--- src/rtl/iformat_pkg.sv ---
// Shared opcode, state and instruction-field definitions for the I-format
// execute/write-back sequencer.
package iformat_pkg;

    localparam logic [5:0] OP_ADDI  = 6'b001000;
    localparam logic [5:0] OP_ADDIU = 6'b001001;
    localparam logic [5:0] OP_SLTI  = 6'b001010;
    localparam logic [5:0] OP_SLTIU = 6'b001011;
    localparam logic [5:0] OP_ANDI  = 6'b001100;
    localparam logic [5:0] OP_ORI   = 6'b001101;
    localparam logic [5:0] OP_XORI  = 6'b001110;
    localparam logic [5:0] OP_LUI   = 6'b001111;

    typedef enum logic [1:0] {
        S_IDLE  = 2'd0,
        S_READ  = 2'd1,
        S_EXEC  = 2'd2,
        S_WRITE = 2'd3
    } state_t;

    localparam int OPC_HI = 31;
    localparam int OPC_LO = 26;
    localparam int RS_HI  = 25;
    localparam int RS_LO  = 21;
    localparam int RT_HI  = 20;
    localparam int RT_LO  = 16;
    localparam int IMM_HI = 15;
    localparam int IMM_LO = 0;

endpackage

--- src/rtl/iformat_alu.sv ---
// Combinational I-format ALU: applies the 16-bit immediate to the rs value
// and flags illegal opcodes and addi signed overflow.
module iformat_alu
    import iformat_pkg::*;
#(
    parameter int DATA_W = 32
) (
    input  logic [5:0]        opcode,
    input  logic [DATA_W-1:0] rs_val,
    input  logic [15:0]       imm,
    output logic [DATA_W-1:0] value,
    output logic              illegal,
    output logic              ovf
);

    logic signed [DATA_W-1:0] a_s;
    logic signed [DATA_W-1:0] sext_s;
    logic signed [DATA_W-1:0] sum_s;
    logic        [DATA_W-1:0] zext;
    logic                     sum_ovf;

    always_comb begin
        a_s     = signed'(rs_val);
        sext_s  = signed'({{(DATA_W-16){imm[15]}}, imm});
        zext    = {{(DATA_W-16){1'b0}}, imm};
        sum_s   = a_s + sext_s;
        // Overflow only when both operands share a sign the sum does not.
        sum_ovf = (a_s[DATA_W-1] == sext_s[DATA_W-1]) && (sum_s[DATA_W-1] != a_s[DATA_W-1]);

        value   = '0;
        illegal = 1'b0;
        ovf     = 1'b0;
        case (opcode)
            OP_ADDI: begin
                value = unsigned'(sum_s);
                ovf   = sum_ovf;
            end
            OP_ADDIU: value = unsigned'(sum_s);
            OP_SLTI:  value = {{(DATA_W-1){1'b0}}, (a_s < sext_s)};
            OP_SLTIU: value = {{(DATA_W-1){1'b0}}, (rs_val < unsigned'(sext_s))};
            OP_ANDI:  value = rs_val & zext;
            OP_ORI:   value = rs_val | zext;
            OP_XORI:  value = rs_val ^ zext;
            OP_LUI:   value = {{(DATA_W-16){1'b0}}, imm} << 16;
            default:  illegal = 1'b1;
        endcase
    end

endmodule

--- src/rtl/iformat_exec.sv ---
// Four-cycle I-format sequencer: IDLE accepts, READ fetches rs, EXEC computes,
// WRITE drives the register file; done/flags are reported after WRITE.
module iformat_exec
    import iformat_pkg::*;
#(
    parameter int DATA_W = 32,
    parameter int REG_AW = 5
) (
    input  logic              clock,
    input  logic              reset,
    input  logic [31:0]       instr,
    input  logic              instr_valid,
    output logic              instr_ready,
    output logic [REG_AW-1:0] rf_addr,
    output logic              rf_we,
    output logic [DATA_W-1:0] rf_wdata,
    input  logic [DATA_W-1:0] rf_rdata,
    output logic              done,
    output logic [DATA_W-1:0] result,
    output logic              wrote,
    output logic              err,
    output logic              ovf
);

    state_t              state_q;
    logic [5:0]          opc_q;
    logic [4:0]          rt_q;
    logic [15:0]         imm_q;
    logic                ready_q, rf_we_q, done_q, wrote_q, err_q, ovf_q;
    logic                ex_err_q, ex_ovf_q;
    logic [REG_AW-1:0]   rf_addr_q;
    logic [DATA_W-1:0]   rf_wdata_q, result_q;

    logic [DATA_W-1:0]   alu_val_d;
    logic                alu_ill_d, alu_ovf_d, wr_ok_d;

    iformat_alu #(.DATA_W(DATA_W)) u_alu (
        .opcode  (opc_q),
        .rs_val  (rf_rdata),
        .imm     (imm_q),
        .value   (alu_val_d),
        .illegal (alu_ill_d),
        .ovf     (alu_ovf_d)
    );

    assign wr_ok_d = !alu_ill_d && !alu_ovf_d && (rt_q != 5'd0);

    always_ff @(posedge clock) begin
        if (!reset) begin
            state_q    <= S_IDLE;
            ready_q    <= 1'b0;
            rf_addr_q  <= '0;
            rf_we_q    <= 1'b0;
            rf_wdata_q <= '0;
            done_q     <= 1'b0;
            result_q   <= '0;
            wrote_q    <= 1'b0;
            err_q      <= 1'b0;
            ovf_q      <= 1'b0;
            ex_err_q   <= 1'b0;
            ex_ovf_q   <= 1'b0;
        end else begin
            rf_addr_q  <= '0;
            rf_we_q    <= 1'b0;
            rf_wdata_q <= '0;
            done_q     <= 1'b0;
            case (state_q)
                S_IDLE: begin
                    ready_q <= 1'b1;
                    if (instr_valid && ready_q) begin
                        opc_q     <= instr[OPC_HI:OPC_LO];
                        rt_q      <= instr[RT_HI:RT_LO];
                        imm_q     <= instr[IMM_HI:IMM_LO];
                        // rs goes straight out so the read data lands in EXEC.
                        rf_addr_q <= REG_AW'(instr[RS_HI:RS_LO]);
                        ready_q   <= 1'b0;
                        state_q   <= S_READ;
                    end
                end
                S_READ: state_q <= S_EXEC;
                S_EXEC: begin
                    rf_addr_q  <= REG_AW'(rt_q);
                    rf_wdata_q <= alu_val_d;
                    rf_we_q    <= wr_ok_d;
                    ex_err_q   <= alu_ill_d;
                    ex_ovf_q   <= alu_ovf_d;
                    state_q    <= S_WRITE;
                end
                S_WRITE: begin
                    state_q  <= S_IDLE;
                    ready_q  <= 1'b1;
                    done_q   <= 1'b1;
                    result_q <= rf_wdata_q;
                    wrote_q  <= rf_we_q;
                    err_q    <= ex_err_q;
                    ovf_q    <= ex_ovf_q;
                end
                default: state_q <= S_IDLE;
            endcase
        end
    end

    assign instr_ready = ready_q;
    assign rf_addr     = rf_addr_q;
    assign rf_we       = rf_we_q;
    assign rf_wdata    = rf_wdata_q;
    assign done        = done_q;
    assign result      = result_q;
    assign wrote       = wrote_q;
    assign err         = err_q;
    assign ovf         = ovf_q;

endmodule

--- config.mk ---
export PLATFORM = sky130hd
export DESIGN_NAME = iformat_exec
export DESIGN_NICKNAME = d
export VERILOG_FILES = /design/src/rtl/iformat_pkg.sv /design/src/rtl/iformat_alu.sv /design/src/rtl/iformat_exec.sv
export SDC_FILE = /design/constraint.sdc
export NUM_CORES = 1
export LEC_CHECK = 0
export ABC_AREA = 0
export CAP_MARGIN = 0
export CORE_MARGIN = 3
export CORE_UTILIZATION = 57
export CTS_CLUSTER_DIAMETER = 120
export DETAILED_ROUTE_END_ITERATION = 8
export GPL_ROUTABILITY_DRIVEN = 1
export PLACE_DENSITY = 0.87
export SYNTH_ARGS = -nofsm -noshare
export SYNTH_HDL_FRONTEND = slang
export SYNTH_HIERARCHICAL = 1
export SYNTH_SLANG_ARGS = --single-unit
--- constraint.sdc ---
create_clock -name clock -period 7.6 [get_ports clock]
set_clock_uncertainty 0.1 [all_clocks]
set_input_delay 1.52 -clock clock [delete_from_list [all_inputs] [get_ports clock]]
set_output_delay 1.52 -clock clock [all_outputs]
set_load 0.03 [all_outputs]
==> results of run 1 <==
==> metal layers <==
metal	share of wire, %	global-route usage [%]	wire length (um)	vias to the layer above
li1	-	-	-	3126
met1	42	38.2	8580	3036
met2	45	44.8	9190	381
met3	9.0	4.50	1830	52
met4	3.9	11.8	786	0
met5	0	0	0	-
==> synthesized netlist by cell type (13+ instances only) <==
library cell               count
sky130_fd_sc_hd__inv_1        63
sky130_fd_sc_hd__o22ai_1      14
sky130_fd_sc_hd__nor2_1       52
sky130_fd_sc_hd__nor3_1       19
sky130_fd_sc_hd__edfxtp_1     27
sky130_fd_sc_hd__xnor2_1      22
sky130_fd_sc_hd__a211oi_1     14
sky130_fd_sc_hd__nor2b_1      41
sky130_fd_sc_hd__a22oi_1      13
sky130_fd_sc_hd__mux2i_1      46
sky130_fd_sc_hd__o21ai_0      36
sky130_fd_sc_hd__dfxtp_1      79
sky130_fd_sc_hd__ha_1         84
sky130_fd_sc_hd__a21oi_1      67
sky130_fd_sc_hd__nand2_1      33
sky130_fd_sc_hd__and3_1       33
sky130_fd_sc_hd__clkbuf_1     32
==> layout by cell type (no fill, tap or decap), types with 6 or more instances in the layout <==
cell type / Yosys / routed
sky130_fd_sc_hd__nor4_1: 6 / 6
sky130_fd_sc_hd__edfxtp_1: 27 / 27
sky130_fd_sc_hd__nand2_1: 33 / 33
sky130_fd_sc_hd__xnor2_1: 22 / 22
sky130_fd_sc_hd__o31ai_1: 8 / 8
sky130_fd_sc_hd__o21bai_1: 12 / 12
sky130_fd_sc_hd__dfxtp_1: 79 / 79
sky130_fd_sc_hd__nor3_1: 19 / 19
sky130_fd_sc_hd__a22oi_1: 13 / 13
sky130_fd_sc_hd__buf_4: 2 / 8
sky130_fd_sc_hd__inv_1: 63 / 63
sky130_fd_sc_hd__clkdlybuf4s50_1: 0 / 140
sky130_fd_sc_hd__a21o_1: 6 / 6
sky130_fd_sc_hd__and3_1: 33 / 33
sky130_fd_sc_hd__nor2b_1: 41 / 41
sky130_fd_sc_hd__o21ai_0: 36 / 36
sky130_fd_sc_hd__mux2i_1: 46 / 46
sky130_fd_sc_hd__ha_1: 84 / 83
sky130_fd_sc_hd__a21oi_1: 67 / 67
sky130_fd_sc_hd__o22ai_1: 14 / 14
sky130_fd_sc_hd__nor2_1: 52 / 52
sky130_fd_sc_hd__nand3_1: 6 / 6
sky130_fd_sc_hd__nand2b_1: 7 / 7
sky130_fd_sc_hd__a211oi_1: 14 / 14
sky130_fd_sc_hd__nand4_1: 10 / 10
sky130_fd_sc_hd__clkbuf_16: 0 / 9
==> logic make-up (layout without fill, tap and decap cells) <==
kind of cell	after synthesis	after routing	share of synthesized area [%]
and+or+nand+nor	224	224	16.4
DFF	106	106	33.2
adders and majority gates	85	85	14.9
buffers and inverters	107	228	6.30
AOI/OAI and AO/OA	215	215	19.6
xor gates and xnor gates	26	26	3.16
muxes	46	46	6.39
==> final timing paths <==
path / endpoint / slack [ps]
worst max-delay path: rf_wdata[24] / 3000
worst min-delay path: result[10] / 420
worst max register to register: ex_ovf_q / 3210
worst min register to register: result[10] / 420
==> worst register-to-register path, delay by kind of cell (launching register included) <==
| kind | cells | cell delay, ps |
|---|---|---|
| and+or+nand+nor | 7 | 1910 |
| DFF | 1 | 850 |
| adders and majority gates | 1 | 640 |
| buffers and inverters | 1 | 580 |
| muxes | 1 | 140 |
| AOI/OAI and AO/OA | 1 | 110 |
==> power groups by stage <==
stage | clock (uW) | combinational [uW] | sequential [uW]
after floorplan | 0 | 330 | 654
after global placement | 0 | 478 | 648
after detailed placement | 0 | 485 | 649
after CTS | 566 | 493 | 637
after global routing | 583 | 544 | 641
final | 558 | 504 | 637
==> per-stage QoR <==
step / setup slack [ps] / instance area [sq um] / hold WS [ps]
2_1_floorplan: 3520 / 7200 / 356
3_3_place_gp: 2750 / 8670 / 375
4_1_cts: 3070 / 9020 / 424
6_report: 3000 / 9020 / 417
5_1_grt: 2850 / 9020 / 450
3_5_place_dp: 2680 / 8670 / 385
==> registers in the layout, summed over array words and instances (netlist names) <==
register and count:
result 32, rf_wdata 32, imm_q 16, opc_q 6, rf_addr 5, rt_q 5
state_q 2, done 1, err 1, ex_err_q 1, ex_ovf_q 1, instr_ready 1
ovf 1, rf_we 1, wrote 1
==> layout make-up <==
class	count	share of cell area (%)
repair buffers	149	16.3
clock inverters	6	1.32
clock buffers	10	2.65
inverters	63	2.62
flip-flops and latches	106	26.5
multi-input cells	596	48.3
well taps	168	2.33
==> flow_metrics.py, run 1 <==
metrics = {
    "sta": {
        "period_share_pct": 60.6,
        "rsz_0062_raised_after_global_routing": "no",
        "slew-limit-headroom_pct": 23.0,
        "report.final.hold_viol_count": 0,
        "min_period_ps": 4600,
        "fmax_mhz": 217,
        "timing.setup.tns_ps": 0,
        "worstMarginPinSlew_ps": 1160,
        "final-max-slew-violation-count": 0,
        "setup_violations": 0,
    },
    "layout": {
        "fillers": 931,
        "num-nets-final": 1077,
        "final_core_utilization_pct": 74.2,
        "final-seq-area_sq_um": 2390,
        "layout-area-overhead-vs-synth_pct": 25.3,
        "multiInputGateArea_sq_um": 4360,
        "drive_above_1_share_pct": 3.76,
        "finish.cell_count_without_fillers": 1098,
        "n_diodes": 0,
    },
    "setup_path": {
        "criticalPathCategory": "in -> reg",
        "max_stage_delay_ps": 580,
        "r2r_start": "imm_q[15]",
        "timing.critical_path.from_type": "input pin",
        "worst_path_dominant_cell_family": "compound AO/OA/AOI/OAI gates",
        "timing.critical_path.arrival_ps": 4760,
        "reg2reg_depth": 11,
        "critical_path.cell_chain": "clkdlybuf4s50_1 > ha_1 > fa_1 > a21o_1 > a311oi_2 > o41ai_2 > o21a_1 > o31ai_1 > nor2_1 > a211o_1 > and3_1",
        "cp.required_ps": 7750,
        "crit_path_end_kind": "flop",
        "cp_slowest_cell": "sky130_fd_sc_hd__o31ai_1",
        "crit_buf_inv": 1,
        "setup.worst_path.start": "rf_rdata[0]",
        "worst-path-stages": 11,
        "crit_path_max_fanout": 6,
    },
    "cts": {
        "numCtsBuffers": 9,
        "cts_tree": "done",
        "clock_insertion_delay_worst_skew_ps": 360,
        "cts-htree-levels": 3,
        "cts.sink_count": 106,
        "post-cts-setup-buffers": 0,
        "clock-root-buffer": "sky130_fd_sc_hd__clkbuf_16",
        "ctsResizeCount": 0,
        "cts-root-to-sink-buffers": 2,
        "reg_clk_slew_reported_paths_ps": 80,
        "cts.hold.buffers_added": 0,
    },
    "synth": {
        "synthesis.instances": 809,
        "post_synth.cell_area_avg_sq_um": 8.91,
        "ys_warn_count": 6,
        "postSynthRegisterBits": 106,
        "syn_area_sq_um": 7200,
        "synth_seq_area_share_pct": 33.2,
        "synthDominantAreaCellType": "sky130_fd_sc_hd__dfxtp_1",
        "ys_async_sr_fraction_pct": 0,
        "synth_cell_type_count": 66,
        "synth-edff-count": 27,
        "ys.flop_type": "sky130_fd_sc_hd__dfxtp_1",
        "yosysTopAreaCellShare_pct": 22.0,
        "yosys-top-cells-area": "sky130_fd_sc_hd__dfxtp_1 22%, sky130_fd_sc_hd__ha_1 15%, sky130_fd_sc_hd__edfxtp_1 11%",
        "synth_nets": 961,
    },
    "route": {
        "route.final.wire_length_um": 20400,
        "drtIter0Drc": 737,
        "vias": 6595,
        "route.detailed.drc": 0,
        "drt_pass1_iterations": 6,
        "post_drt_wl_per_cell_um": 18.6,
        "vias_per_cell": 6.01,
        "ant_nets": 0,
    },
    "global_routing": {
        "pin_count_of_the_biggest_net_entering_global_routing": 81,
        "grt_first_pass_wirelength_um": 31800,
        "grt_use_total_pct": 28.2,
        "antenna_found_initial": 0,
        "grt_overflow_total": 0,
        "grt_pass1_vias": 6093,
    },
    "power": {
        "post-layout-total-power_uw": 1700,
        "vdd_ir_drop_max_mv": 0.105,
        "power_density_nw_per_um2": 188,
        "p_comb_share_pct": 29.6,
        "power_switching_uw": 552,
        "power.sequential.fraction_pct": 37.5,
        "power.share.clock_pct": 32.9,
        "switching_share_pct": 32.5,
        "p_int_uw": 1150,
        "power.static_leakage_uw": 0.00361,
    },
    "floorplanning": {
        "fp.coreArea_sq_um": 12200,
        "top_level_ports": 142,
        "design.die.area_sq_um": 14000,
        "die_w_um": 118,
        "chip_height_um": 118,
        "effective_utilization_at_floorplan_pct": 59.2,
        "placement_rows": 40,
    },
    "place": {
        "gp_congestion": 0.965,
        "place.detailed.hpwl_um": 14900,
        "io_buffer_count": 141,
        "dp.cells": 1082,
    },
    "flow_run": {
        "max-cap-violations": 0,
    },
    "hold_path": {
        "min-delay-start": "result[10]",
        "timing.hold.worst.class": "reg -> reg",
        "min_delay_path_depth": 2,
    },
    "run_status": {
        "outcome": "finished clean",
    },
}
Note: power is estimated with default switching activity, not from simulation.
==> run 2: changes to the inputs <==
Settings changed: CORE_UTILIZATION 57 to 53, PLACE_DENSITY 0.87 to 0.82.
Clock period 7.6 ns to 4.7 ns, I/O delays scaled along.
==> flow_metrics.py, run 2 (synthesized netlist as in run 1, its figures left out) <==
metrics = {
    "run_status": {
        "outcome": "finished clean",
    },
    "route": {
        "post_drt_wl_per_cell_um": 17.9,
        "ant_nets": 0,
        "drtIter0Drc": 585,
        "drt_pass1_iterations": 5,
        "vias": 6432,
        "route.detailed.drc": 0,
        "route.final.wire_length_um": 19700,
        "vias_per_cell": 5.82,
    },
    "layout": {
        "multiInputGateArea_sq_um": 4360,
        "layout-area-overhead-vs-synth_pct": 25.0,
        "final-seq-area_sq_um": 2390,
        "n_diodes": 0,
        "most-common-layout-cells": "140 x sky130_fd_sc_hd__clkdlybuf4s50_1, 83 x sky130_fd_sc_hd__ha_1, 79 x sky130_fd_sc_hd__dfxtp_1",
        "fillers": 1089,
        "num-nets-final": 1080,
        "commonest_non_fill_non_tap_cell_in_the_layout": "sky130_fd_sc_hd__clkdlybuf4s50_1",
        "final_core_utilization_pct": 69.7,
        "drive_above_1_share_pct": 3.97,
    },
    "global_routing": {
        "grt_pass1_vias": 6078,
        "grt_overflow_total": 0,
        "grt_first_pass_wirelength_um": 31600,
        "antenna_found_initial": 0,
        "pin_count_of_the_biggest_net_entering_global_routing": 80,
        "grt_use_total_pct": 26.5,
    },
    "cts": {
        "post-cts-setup-buffers": 0,
        "ctsResizeCount": 0,
        "cts.sink_count": 106,
        "numCtsBuffers": 9,
        "clock-root-buffer": "sky130_fd_sc_hd__clkbuf_16",
        "cts_tree": "done",
        "reg_clk_slew_reported_paths_ps": 80,
        "clock_insertion_delay_worst_skew_ps": 350,
        "cts.hold.buffers_added": 0,
        "cts-root-to-sink-buffers": 2,
        "cts-htree-levels": 3,
    },
    "floorplanning": {
        "placement_rows": 41,
        "effective_utilization_at_floorplan_pct": 55.7,
        "design.die.area_sq_um": 15000,
        "fp.coreArea_sq_um": 12900,
        "die_w_um": 123,
        "top_level_ports": 142,
        "chip_height_um": 123,
    },
    "power": {
        "power_density_nw_per_um2": 291,
        "power.static_leakage_uw": 0.00360,
        "vdd_ir_drop_max_mv": 0.245,
        "post-layout-total-power_uw": 2620,
    },
    "place": {
        "place.detailed.hpwl_um": 14500,
        "post-place-ws_ps": 321,
        "io_buffer_count": 141,
        "gp_congestion": 0.974,
    },
    "sta": {
        "min_period_ps": 4090,
        "worstMarginPinSlew_ps": 1260,
        "report.final.hold_viol_count": 0,
        "rsz_0062_raised_after_global_routing": "no",
        "timing.setup.tns_ps": 0,
        "period_share_pct": 87.0,
        "setup_violations": 0,
        "final-max-slew-violation-count": 0,
        "fmax_mhz": 245,
        "slew-limit-headroom_pct": 16.3,
        "final_critical_path_setup_slack_ps": 613,
    },
    "setup_path": {
        "timing.critical_path.arrival_ps": 4230,
        "criticalPathCategory": "in -> reg",
        "cp.required_ps": 4840,
        "crit_path_end_kind": "flop",
        "crit_path_max_fanout": 7,
        "timing.critical_path.from_type": "input pin",
    },
    "flow_run": {
        "max-cap-violations": 0,
    },
    "hold_path": {
        "timing.hold.worst.class": "reg -> reg",
    },
}
run 2: final cells by class:
cell class	count	share of cell area [%]
multi-input cells	596	48.4
clock inverters	7	0.986
repair buffers	152	16.5
inverters	63	2.63
well taps	172	2.39
clock buffers	9	2.50
flip-flops and latches	106	26.6
run 2: worst max-delay path, cell delays in order:
cell                              delay [ps]
sky130_fd_sc_hd__clkdlybuf4s50_1         510
sky130_fd_sc_hd__inv_1                    60
sky130_fd_sc_hd__ha_1                    380
sky130_fd_sc_hd__a21oi_1                 310
sky130_fd_sc_hd__o21bai_1                110
sky130_fd_sc_hd__a2111o_1                430
sky130_fd_sc_hd__nor4b_1                 620
sky130_fd_sc_hd__nor3_1                  170
sky130_fd_sc_hd__mux2i_1                 160
sky130_fd_sc_hd__or3_1                   350
sky130_fd_sc_hd__and3_1                  190
run 2: through the flow:
step                area [sq um]  instances  hold WS, ps
global route                9010       1105          423
finish                      9010       1105          391
global placement            8690       1089          375
detailed placement          8690       1089          374
CTS                         9010       1105          391
floorplan                   7200        809          356
run 2: path summary, 6_finish.rpt:
check	startpoint	endpoint	slack, ps	depth (start not counted)
worst min register to register	state_q[0]	state_q[0]	390	2
worst min-delay path	state_q[0]	state_q[0]	390	2
worst max register to register	imm_q[15]	ex_ovf_q	850	11
worst max-delay path	rf_rdata[10]	rf_wdata[29]	610	11
run 2: report_power, final:
part	switching (uW)	total (uW)	internal [uW]
logic	476	804	328
clock network	368	793	425
registers	40.9	1020	984
total	885	2620	1740
run 2: metal layers:
metal	share of wire, %	wire length, um	up-vias	GRT usage [%]
met1	44	8690	2990	36.7
met2	46	9060	275	42.3
li1	-	-	3135	-
met3	7.8	1530	32	4.84
met5	0	0	-	0
met4	2.3	446	0	8.05
